### src/rtl/controller_sequencer.sv
`default_nettype none
// ============================================================================
// Module      : controller_sequencer
// Description : Six-state ring-counter sequencer with combinational control decode and sticky halt.
// Revision    : 1.0
// ============================================================================
module controller_sequencer (
  input  logic       CLK,
  input  logic       CLR_n,
  input  logic [3:0] opcode,
  output logic       C_P,
  output logic       E_P,
  output logic       L_M,
  output logic       C_E,
  output logic       L_I,
  output logic       E_I,
  output logic       L_A,
  output logic       E_A,
  output logic       S_U,
  output logic       E_U,
  output logic       L_B,
  output logic       L_O,
  output logic       HLT,
  output logic [5:0] T
);

  localparam logic [3:0] c_OP_LDA = 4'b0000;
  localparam logic [3:0] c_OP_ADD = 4'b0001;
  localparam logic [3:0] c_OP_SUB = 4'b0010;
  localparam logic [3:0] c_OP_OUT = 4'b1110;
  localparam logic [3:0] c_OP_HLT = 4'b1111;

  typedef enum logic [5:0] {
    ST_T1 = 6'b000001,
    ST_T2 = 6'b000010,
    ST_T3 = 6'b000100,
    ST_T4 = 6'b001000,
    ST_T5 = 6'b010000,
    ST_T6 = 6'b100000
  } ring_t;

  ring_t r_ring;
  logic  r_halt;
  logic  w_halt_fire;

  assign w_halt_fire = (r_ring == ST_T4) && (opcode == c_OP_HLT);

  // Halting freezes the ring at T4; only reset releases it.
  always_ff @(posedge CLK) begin
    if (!CLR_n) begin
      r_ring <= ST_T1;
      r_halt <= 1'b0;
    end else if (!r_halt) begin
      if (w_halt_fire) begin
        r_halt <= 1'b1;
      end else begin
        case (r_ring)
          ST_T1:   r_ring <= ST_T2;
          ST_T2:   r_ring <= ST_T3;
          ST_T3:   r_ring <= ST_T4;
          ST_T4:   r_ring <= ST_T5;
          ST_T5:   r_ring <= ST_T6;
          default: r_ring <= ST_T1;
        endcase
      end
    end
  end

  assign T = r_ring;

  always_comb begin
    C_P = 1'b0;
    E_P = 1'b0;
    L_M = 1'b0;
    C_E = 1'b0;
    L_I = 1'b0;
    E_I = 1'b0;
    L_A = 1'b0;
    E_A = 1'b0;
    S_U = 1'b0;
    E_U = 1'b0;
    L_B = 1'b0;
    L_O = 1'b0;
    HLT = 1'b0;
    if (CLR_n) begin
      if (r_halt) begin
        HLT = 1'b1;
      end else begin
        case (r_ring)
          ST_T1: begin
            E_P = 1'b1;
            L_M = 1'b1;
          end
          ST_T2: C_P = 1'b1;
          ST_T3: begin
            C_E = 1'b1;
            L_I = 1'b1;
          end
          ST_T4: begin
            case (opcode)
              c_OP_LDA, c_OP_ADD, c_OP_SUB: begin
                E_I = 1'b1;
                L_M = 1'b1;
              end
              c_OP_OUT: begin
                E_A = 1'b1;
                L_O = 1'b1;
              end
              c_OP_HLT: HLT = 1'b1;
              default: ;
            endcase
          end
          ST_T5: begin
            if (opcode == c_OP_LDA) begin
              C_E = 1'b1;
              L_A = 1'b1;
            end else if (opcode == c_OP_ADD || opcode == c_OP_SUB) begin
              C_E = 1'b1;
              L_B = 1'b1;
            end
          end
          ST_T6: begin
            if (opcode == c_OP_ADD || opcode == c_OP_SUB) begin
              E_U = 1'b1;
              L_A = 1'b1;
              S_U = (opcode == c_OP_SUB);
            end
          end
          default: ;
        endcase
      end
    end
  end

endmodule
`default_nettype wire

### config.mk
export PLATFORM = sky130hd
export DESIGN_NAME = controller_sequencer
export DESIGN_NICKNAME = d
export VERILOG_FILES = /design/src/rtl/controller_sequencer.sv
export SDC_FILE = /design/constraint.sdc
export NUM_CORES = 1
export LEC_CHECK = 0
export CORE_AREA = 2 2 39 41
export DETAILED_ROUTE_END_ITERATION = 8
export DIE_AREA = 0 0 41 43
export PLACE_DENSITY = 0.79
export SYNTH_ARGS = -nofsm -noshare
export SYNTH_HDL_FRONTEND = slang
export SYNTH_SLANG_ARGS = --single-unit
### constraint.sdc
create_clock -name CLK -period 3.4 [get_ports CLK]
set_clock_uncertainty 0.15 [all_clocks]
set_input_delay 0.51 -clock CLK [delete_from_list [all_inputs] [get_ports CLK]]
set_output_delay 0.51 -clock CLK [all_outputs]
set_load 0.05 [all_outputs]
Word level (Yosys, flattened, before mapping)
Index checks and enable logic that the tools add are counted.
{"block": "op_classes", "shifts": 0, "mul": 0, "n_eq_ne": 10, "n_lt_le_gt_ge": 0, "bitwise_logic": 2, "n_div": 0, "n_reduce_logical": 5, "muxes": 47, "addsub": 0}
{"op": "1-bit 2-to-1 mux", "count": 43}
{"op": "6-bit one-hot mux with 5 select lines", "count": 1}
{"op": "4-bit == test (second input constant)", "count": 2}
{"op": "6-bit by 1-bit == test with 1-bit output (second input constant)", "count": 1}
{"op": "6-bit by 2-bit == test with 1-bit output (second input constant)", "count": 1}
{"op": "6-bit by 3-bit == test with 1-bit output (second input constant)", "count": 1}
{"op": "6-bit by 4-bit == test with 1-bit output (second input constant)", "count": 1}
{"op": "6-bit by 5-bit == test with 1-bit output (second input constant)", "count": 1}
{"op": "6-bit == test (second input constant)", "count": 1}
{"op": "1-bit one-hot mux with 2 select lines", "count": 3}
{"op": "4-bit by 1-bit == test with 1-bit output (second input constant)", "count": 1}
{"op": "4-bit by 2-bit == test with 1-bit output (second input constant)", "count": 1}
{"op": "4-bit zero test", "count": 1}
{"op": "3-bit OR reduction", "count": 1}
{"op": "1-bit inverter", "count": 2}
{"op": "2-bit AND reduction", "count": 1}
{"op": "1-bit logical AND", "count": 1}
{"op": "1-bit logical OR", "count": 1}
{"block": "word_totals", "regBits": 7, "mem_count": 0, "input_bits": 6, "elab_cells": 66, "output_inout_bits": 19, "ram_bits": 0, "latchBits": 0, "mem_bits_ro": 0}

Depth between registers and ports, before layout
Gate-level depths: netlist (run 1).
{"block": "logic_depth", "word_depth": 7, "depth_mapped": 4, "depth_no_buf": 3}

Worst setup path before layout (run 1)
OpenSTA, ideal clock, no wires.
{"block": "synth_path", "kind": "register to output", "start": "register r_ring[3], in the netlist T[3]", "end": "output L_O", "slack_ps": -384, "required_time_ps": 2740, "t_arrival_ps": 3124, "stages_incl_launch_ff": 5, "cell_sequence": "dfxtp_1 nor2b_1 nand2_2 nor4_1 buf_4"}
{"block": "synth_via", "elab_chain_len": 4}
{"element": "start: declaration", "line": "42", "source": "ring_t r_ring;"}
{"element": "start signal: assignment", "line": "51", "source": "r_ring <= ST_T1;"}
{"element": "start signal: assignment", "line": "58", "source": "ST_T1: r_ring <= ST_T2;"}
{"element": "start signal: assignment", "line": "59", "source": "ST_T2: r_ring <= ST_T3;"}
{"element": "6-bit by 4-bit == test with 1-bit output"}
{"element": "1-bit 2-to-1 mux (3 in a row)"}
{"element": "end: declaration", "line": "22", "source": "output logic L_O,"}
Every way passes these cells.

Worst setup path after layout (run 1)
{"block": "layout_path", "start": "input CLR_n", "end": "output E_P"}
{"block": "layout_via", "elab_chain_len": 1}
{"element": "start: declaration", "line": "9", "source": "input logic CLR_n,"}
{"element": "1-bit 2-to-1 mux", "line": "85", "source": "if (CLR_n) begin"}
{"element": "end: declaration", "line": "12", "source": "output logic E_P,"}
Every way passes these cells.

==> impl_metrics.toml, run 1 <==
[power]
power_density_nw_per_um2 = 337
p_leak_nw = 0.306
ir_drop_mv = 0.220

[critical_path]
rr_startpoint = "T[4]"
crit_chain = "clkdlybuf4s50_1 -> nor4b_4 -> nand2_1 -> inv_1 -> clkdlybuf4s50_1"
cp_top_family = "buffers and inverters"
worst_ep_required_time_ps = 2740
cpMaxStageDelayCell = "clkdlybuf4s50_1"
r2r_end = "T[1]"
rrSetupSlack_ps = 1890
endpoint_kind = "output port"
arrival_ps = 2400
crit_buf_inv = 3
crit_type = "in -> out"
reg2reg_depth = 3
start_kind = "primary input"
cpPeakStageDelay_ps = 790
crit_fanout = 7
cp_common_cell = "clkdlybuf4s50_1"

[clock_network]
h-tree-depth = 1
post_cts_buffers = 0
cts_inserted_buffers = 3
cts_sinks = 7
clk_latency_ps = 250
cts_resized = 0
root_buffer = "clkbuf_4"
hold_buffers = 0
cts_buffer_depth = 2
clk_pin_slew_worst_paths_ps = 50
cts_tree = "done"

[route]
routedWlPerCell_um = 12.1
dr.pass1.iters = 4
antenna_left = 0
drt_wl_total_um = 1340
vias_per_cell = 5.44
route.detailed.drc = 0
initialDrtViolationCount = 10
vias = 604

[logic_synthesis]
yosys_register_bits = 7
yosysTopAreaCell = "dfxtp_1"
synthSimpleGateAreaFrac = 0.483
yosys.area_share.xor_xnor = 0.0165
ys.flop_type = "dfxtp_1"
synth-edff-count = 0
synth_area_leaders = "dfxtp_1 26%, nor2b_1 5.9%, nand2_1 5.0%"
synthAdderAreaFrac = 0
yosys.area.top_type_share = 0.264
synth_nets = 75
synth_top_family_by_area = "simple AND/OR/NAND/NOR gates"
synth_mux_area_frac = 0
synthCells = 69
avgSynthCellArea_sq_um = 7.69
seq_area_frac_synth = 0.264
synth_compound_area_frac = 0.184
async_reset_ff_frac = 0
yosys_warnings = 0
netlist_area_sq_um = 531
synthDistinctLibCells = 29

[global_routing]
grtUsageTotal = 0.152
antenna_found_initial = 0
grt_max_degree = 10
grt_pass1_vias = 470
grt-ovfl-total = 0
grt_pass1_wl_um = 1830

[layout]
drive_gt1_frac = 0.179
fin_cells = 111
syn_to_final_growth_pct = 48.6
layout.cells.most_common = "clkdlybuf4s50_1"
nets = 102
most-common-layout-cells = "15 x clkdlybuf4s50_1, 9 x buf_4, 7 x dfxtp_1, 7 x nor2_1, 7 x nand2_1"
num_antenna_cells = 0

[die]
rows = 14
core-area_sq_um = 1380
initial_core_util = 0.383
die_h_um = 43
dieArea_sq_um = 1760
die-width_um = 41
ios = 25

[timing]
tightestPinTransition_ps = 496
finalCriticalPeriod_ps = 3060
setup_viol = 0
slew-limit-headroom = 0.668
fin_ws_ps = 337
maxSlewViolCount = 0
fin_crit_sh = 0.901
rsz0062_at_grt = "no"
fmax_mhz = 327
hold_viol_final = 0
fin_tns_setup_ps = 0

[placement]
gp_congestion = 0.833
portBuffers = 24
hpwl_um = 1080
dp.cells = 107
pre_cts_slack_ps = 339

[worst_hold_path]
hold_end = "T[5]"
hold_path.class = "reg -> reg"
hp-start = "T[5]"
worstHoldPathCells = 2

[job]
cap_violations = 0

[outcome]
status = "finished, final reports clean"
sequential cells by signal, indices dropped and copies added, names as in the netlist:
name and count:
T 6, r_halt 1
worst reg2reg max path, delay by kind of cell (launching register included):
family	cells	cell delay, ps
flip-flops	1	370
AND/OR/NAND/NOR	1	430
AO/OA/AOI/OAI	2	480
metrics by stage:
stage / util / hold WS [ps] / total power [mW] / area [sq um]
floorplan: - / 445 / 0.161 / 537
global placement: 0.551 / 399 / 0.194 / 762
detailed placement: 0.551 / 394 / 0.194 / 762
CTS: 0.570 / 414 / 0.269 / 788
global route: 0.570 / 434 / 0.278 / 788
finish: 0.570 / 405 / 0.265 / 788
how the worst max path moves through the flow:
stage	cells past startpoint	slack, ps	from	endpoint
3_3_place_gp	5	390	CLR_n	E_P
5_1_grt	5	250	CLR_n	E_P
3_5_place_dp	5	340	CLR_n	E_P
4_1_cts	5	340	CLR_n	E_P
6_report	5	340	CLR_n	E_P
2_1_floorplan	4	280	T[3]	L_O
cell usage after synthesis (2+ instances only):
| master | number |
|---|---|
| a21oi_1 | 3 |
| dfxtp_1 | 7 |
| inv_1 | 4 |
| nand2_1 | 7 |
| nand2b_1 | 2 |
| nand3_1 | 5 |
| nor2_1 | 7 |
| nor2b_1 | 5 |
| nor3_1 | 4 |
| nor4b_1 | 2 |
| o21ai_0 | 5 |
area by class of cell:
class	count	area, sq um
fillers	130	596
multi-input cells	56	369
repair buffers	24	218
flip-flops and latches	7	140
clock buffers	4	26.3
well taps	16	20.0
inverters	4	15.0
routing by layer:
layer | vias up | wire [um] | global-route usage
met3 | 5 | 81 | 0
met5 | - | 0 | 0
met1 | 273 | 618 | 0.195
met4 | 0 | 36 | 0.120
met2 | 18 | 605 | 0.228
li1 | 308 | - | -
cells by family after synthesis:
family,after synthesis
AND/OR/NAND/NOR,40
XOR/XNOR,1
buffers and inverters,6
flip-flops,7
AO/OA/AOI/OAI,15
power by group:
| group | switching (mW) | internal [mW] | leakage, nW |
|---|---|---|---|
| Clock | 0.0285 | 0.0446 | 0.0150 |
| Sequential | 0.0118 | 0.0872 | 0.0570 |
| Combinational | 0.0579 | 0.0356 | 0.234 |
| Total | 0.0981 | 0.167 | 0.306 |
Power figures use the tool's default switching activity.
==> run 2: changes to the inputs <==
CORE_AREA = not set   (was 2 2 39 41)
CORE_UTILIZATION = 40   (was not set)
DIE_AREA = not set   (was 0 0 41 43)
PLACE_DENSITY = 0.8   (was 0.79)
==> impl_metrics.toml, run 2 (synthesis gave the netlist of run 1 again) <==
[outcome]
status = "finished, final reports clean"

[die]
dieArea_sq_um = 1480
core-area_sq_um = 1170
rows = 12
die_h_um = 38.4
initial_core_util = 0.453
ios = 25
die-width_um = 38.4

[critical_path]
rr_startpoint = "T[4]"
crit_type = "in -> out"
rrSetupSlack_ps = 1840
crit_fanout = 7
arrival_ps = 2410
crit_path_start = "CLR_n"
reg2reg_depth = 3
start_kind = "primary input"
endpoint_kind = "output port"
worst_ep_required_time_ps = 2740

[route]
initialDrtViolationCount = 19
drt_wl_total_um = 1410
vias_per_cell = 5.51
vias = 601
antenna_left = 0
dr.pass1.iters = 4
route.detailed.drc = 0
routedWlPerCell_um = 12.9

[global_routing]
grtUsageTotal = 0.223
antenna_found_initial = 0
grt-ovfl-total = 0
grt_max_degree = 10
grt_pass1_wl_um = 2280
grt_pass1_vias = 488

[clock_network]
cts_buffer_depth = 2
cts_inserted_buffers = 3
h-tree-depth = 1
hold_buffers = 0
clk_pin_slew_worst_paths_ps = 50
post_cts_buffers = 0
cts_sinks = 7
root_buffer = "clkbuf_4"
cts_resized = 0
cts_tree = "done"
clk_latency_ps = 250

[placement]
portBuffers = 24
gp_congestion = 0.805
pre_cts_slack_ps = 337
hpwl_um = 1100

[worst_hold_path]
hp-start = "T[5]"
worstHoldPathCells = 2
hold_path.class = "reg -> reg"

[layout]
layout.cells.most_common = "clkdlybuf4s50_1"
multi_input_area_sq_um = 369
most-common-layout-cells = "15 x clkdlybuf4s50_1, 9 x buf_4, 7 x dfxtp_1, 7 x nor2_1, 7 x nand2_1"
fill_cells = 110
nets = 102
syn_to_final_growth_pct = 48.3
largest_reg_flops = 6
regArea_sq_um = 140
drive_gt1_frac = 0.189
num_antenna_cells = 0

[timing]
whs_ps = 405
hold_viol_final = 0
fin_ws_ps = 334
tightestPinTransition_ps = 509
fin_tns_setup_ps = 0
fmax_mhz = 326
slew-limit-headroom = 0.659
setup_viol = 0
maxSlewViolCount = 0
finalCriticalPeriod_ps = 3070
rsz0062_at_grt = "no"
fin_crit_sh = 0.902

[power]
power_density_nw_per_um2 = 340
p_leak_nw = 0.309
ir_drop_mv = 0.374

[job]
cap_violations = 0
[run 2: changes by cell type in the layout (fill, tap and decap cells not counted), sizes merged]
cell and delta:
clkinv +1, clkbuf -1
[run 2: per-layer routing]
layer | wire (um) | share of wire | track usage | up-vias
met5 | 0 | 0 | 0 | -
met4 | 0 | 0 | 0.0259 | 0
met3 | 85 | 0.060 | 0.0698 | 0
met2 | 613 | 0.44 | 0.326 | 21
met1 | 706 | 0.50 | 0.329 | 273
li1 | - | - | - | 307
[run 2: critical path, stage by stage]
cell	delay, ps
clkdlybuf4s50_1	590
nor4b_4	310
nand2_1	130
inv_1	70
clkdlybuf4s50_1	790
[run 2: per-stage QoR]
step / area (sq um) / cells / utilization / power [mW]
4_1_cts: 787 / 109 / 0.672 / 0.269
5_1_grt: 787 / 109 / 0.672 / 0.282
3_5_place_dp: 759 / 105 / 0.649 / 0.193
2_1_floorplan: 537 / 69 / - / 0.161
3_3_place_gp: 759 / 105 / 0.649 / 0.193
6_report: 787 / 109 / 0.672 / 0.267
[run 2: area by class of cell]
| class | count | share of cell area |
|---|---|---|
| flip-flops and latches | 7 | 0.178 |
| clock inverters | 1 | 0.00636 |
| repair buffers | 24 | 0.277 |
| well taps | 14 | 0.0223 |
| clock buffers | 3 | 0.0286 |
| multi-input cells | 56 | 0.469 |
| inverters | 4 | 0.0191 |
[run 2: where the power goes]
group          leakage (nW)  switching [mW]  internal, mW
Sequential           0.0570          0.0118        0.0870
Clock                0.0177          0.0324        0.0430
Combinational         0.234          0.0578        0.0356
Total                 0.309           0.102         0.166
[run 2: final timing paths]
kind | to
setup / recovery | E_P
hold / removal | T[5]
setup reg to reg | T[3]
hold reg to reg | T[5]
==> run 3: changes to the inputs <==
ABC_AREA = 1   (was not set)
PLACE_DENSITY = 0.78   (was 0.8)
==> impl_metrics.toml, run 3 <==
[timing]
maxSlewViolCount = 0
rsz0062_at_grt = "no"
finalCriticalPeriod_ps = 3060
fmax_mhz = 327
fin_tns_setup_ps = 0
fin_ws_ps = 344
whs_ps = 403
setup_viol = 0
fin_crit_sh = 0.899
hold_viol_final = 0
tightestPinTransition_ps = 498
slew-limit-headroom = 0.667

[layout]
largest_reg_flops = 6
syn_to_final_growth_pct = 47.6
num_antenna_cells = 0
most-common-layout-cells = "20 x nand2_1, 20 x clkdlybuf4s50_1, 16 x nor2_1"
final_area_sq_um = 850
final_core_util = 0.645
fill_cells = 119
fin_cells = 134
nets = 126
drive_gt1_frac = 0.202

[power]
power_uw = 270
comb_power_share = 0.370
p_seq_frac = 0.357
power_density_nw_per_um2 = 318
swShare = 0.385
ir_drop_mv = 0.273
clockPowerShare = 0.273
p_int_uw = 166
p_switching_uw = 104
p_leak_nw = 0.396

[clock_network]
clk_pin_slew_worst_paths_ps = 50
cts_buffer_depth = 2
cts_tree = "done"
post_cts_buffers = 0
clk_latency_ps = 250
h-tree-depth = 1
cts_inserted_buffers = 3
root_buffer = "clkbuf_4"
hold_buffers = 0
cts_sinks = 7
cts_resized = 0

[logic_synthesis]
yosysMostFrequentCell = "nand2_1"
synth-edff-count = 0
yosys_warnings = 0
ys.flop_type = "dfxtp_1"
netlist_area_sq_um = 576
synthDistinctLibCells = 19
yosysTopAreaCell = "dfxtp_1"
synthCells = 92
synth_nets = 98
yosys.area.top_type_share = 0.243
async_reset_ff_frac = 0
seq_area_frac_synth = 0.243
avgSynthCellArea_sq_um = 6.26
synth_common_cells = "20 x nand2_1, 16 x nor2_1, 13 x inv_1"
yosys_register_bits = 7
synth_area_leaders = "dfxtp_1 24%, nand2_1 13%, nor2_1 10%"

[critical_path]
crit_type = "in -> out"
worst_ep_required_time_ps = 2740
start_kind = "primary input"
cpMaxStageDelayCell = "clkdlybuf4s50_1"
crit_buf_inv = 4
arrival_ps = 2400
endpoint_kind = "output port"
crit_fanout = 7
cp_top_family = "buffers and inverters"
cpPeakStageDelay_ps = 800
crit_chain = "clkdlybuf4s50_1 -> inv_2 -> nor2_4 -> inv_2 -> nor2_1 -> nand2_1 -> o21ai_1 -> clkdlybuf4s50_1"

[placement]
placed_cell_area_sq_um = 823
hpwl_um = 1090
dp.cells = 130
gp_congestion = 0.775
portBuffers = 24
pre_cts_slack_ps = 340

[die]
initial_core_util = 0.437
core-area_sq_um = 1320
die_h_um = 39.9
rows = 13
dieArea_sq_um = 1590
ios = 25
die-width_um = 39.9

[worst_hold_path]
hold_path.class = "reg -> reg"

[route]
vias_per_cell = 4.90
wl_met1_um = 596
routedWlPerCell_um = 9.88
drt_wl_total_um = 1320
antenna_left = 0
initialDrtViolationCount = 8
wl_met2_um = 653
dr_wl_met3_um = 36
route.detailed.drc = 0
dr.pass1.iters = 3
vias = 657
top_layer = "met4"

[global_routing]
grt-ovfl-total = 0
grt_max_degree = 8
antenna_found_initial = 0
grt_pass1_wl_um = 2240
grtUsageTotal = 0.212
grt_pass1_vias = 568

[outcome]
status = "finished, final reports clean"

[job]
cap_violations = 0
==> run 3: cell types whose count changed after synthesis, sizes merged, moves of 4 or more <==
| cell | change |
|---|---|
| inv | +14 |
| nor2 | +14 |
| nand2 | +15 |
| nor2b | -5 |
| nor4b | -4 |
==> run 3: per-layer routing <==
metal	vias up	global-route usage
li1	347	-
met1	295	0.251
met2	11	0.343
met3	4	0.0333
met4	0	0.155
met5	-	0
==> run 3: power groups by stage <==
stage	Sequential (mW)	Clock, mW	Combinational [mW]
floorplan	0.113	0	0.0533
global placement	0.0975	0	0.100
detailed placement	0.0977	0	0.100
CTS	0.0961	0.0762	0.100
global route	0.0966	0.0813	0.109
finish	0.0964	0.0737	0.0998
==> run 3: cell type report <==
type	count	area [sq um]	area share
Clock buffer	4	26.3	0.0309
Inverter	18	67.6	0.0795
Multi-Input combinational cell	66	367	0.432
Tap cell	15	18.8	0.0221
Sequential cell	7	140	0.165
Timing Repair Buffer	24	230	0.271
==> run 3: cells by family after synthesis <==
group / share of synthesized area
DFF: 0.243
buffers and inverters: 0.130
and+or+nand+nor: 0.528
AOI/OAI and AO/OA: 0.0978
==> run 3: worst reg2reg max path, stage by stage (launching register included) <==
cell and delay [ps]:
dfxtp_1 430, inv_2 80, nor2_4 110, nand3_4 100, nand2_4 110, nand2_4 70
nand2_2 60, nand2_1 50, nor2_1 80
==> run 3: final timing paths <==
check | startpoint | endpoint | slack [ps] | depth (start not counted)
worst max-delay path | CLR_n | L_M | 340 | 8
worst min-delay path | T[4] | T[4] | 400 | 2
worst max register to register | T[3] | T[5] | 2110 | 8
worst min register to register | T[4] | T[4] | 400 | 2
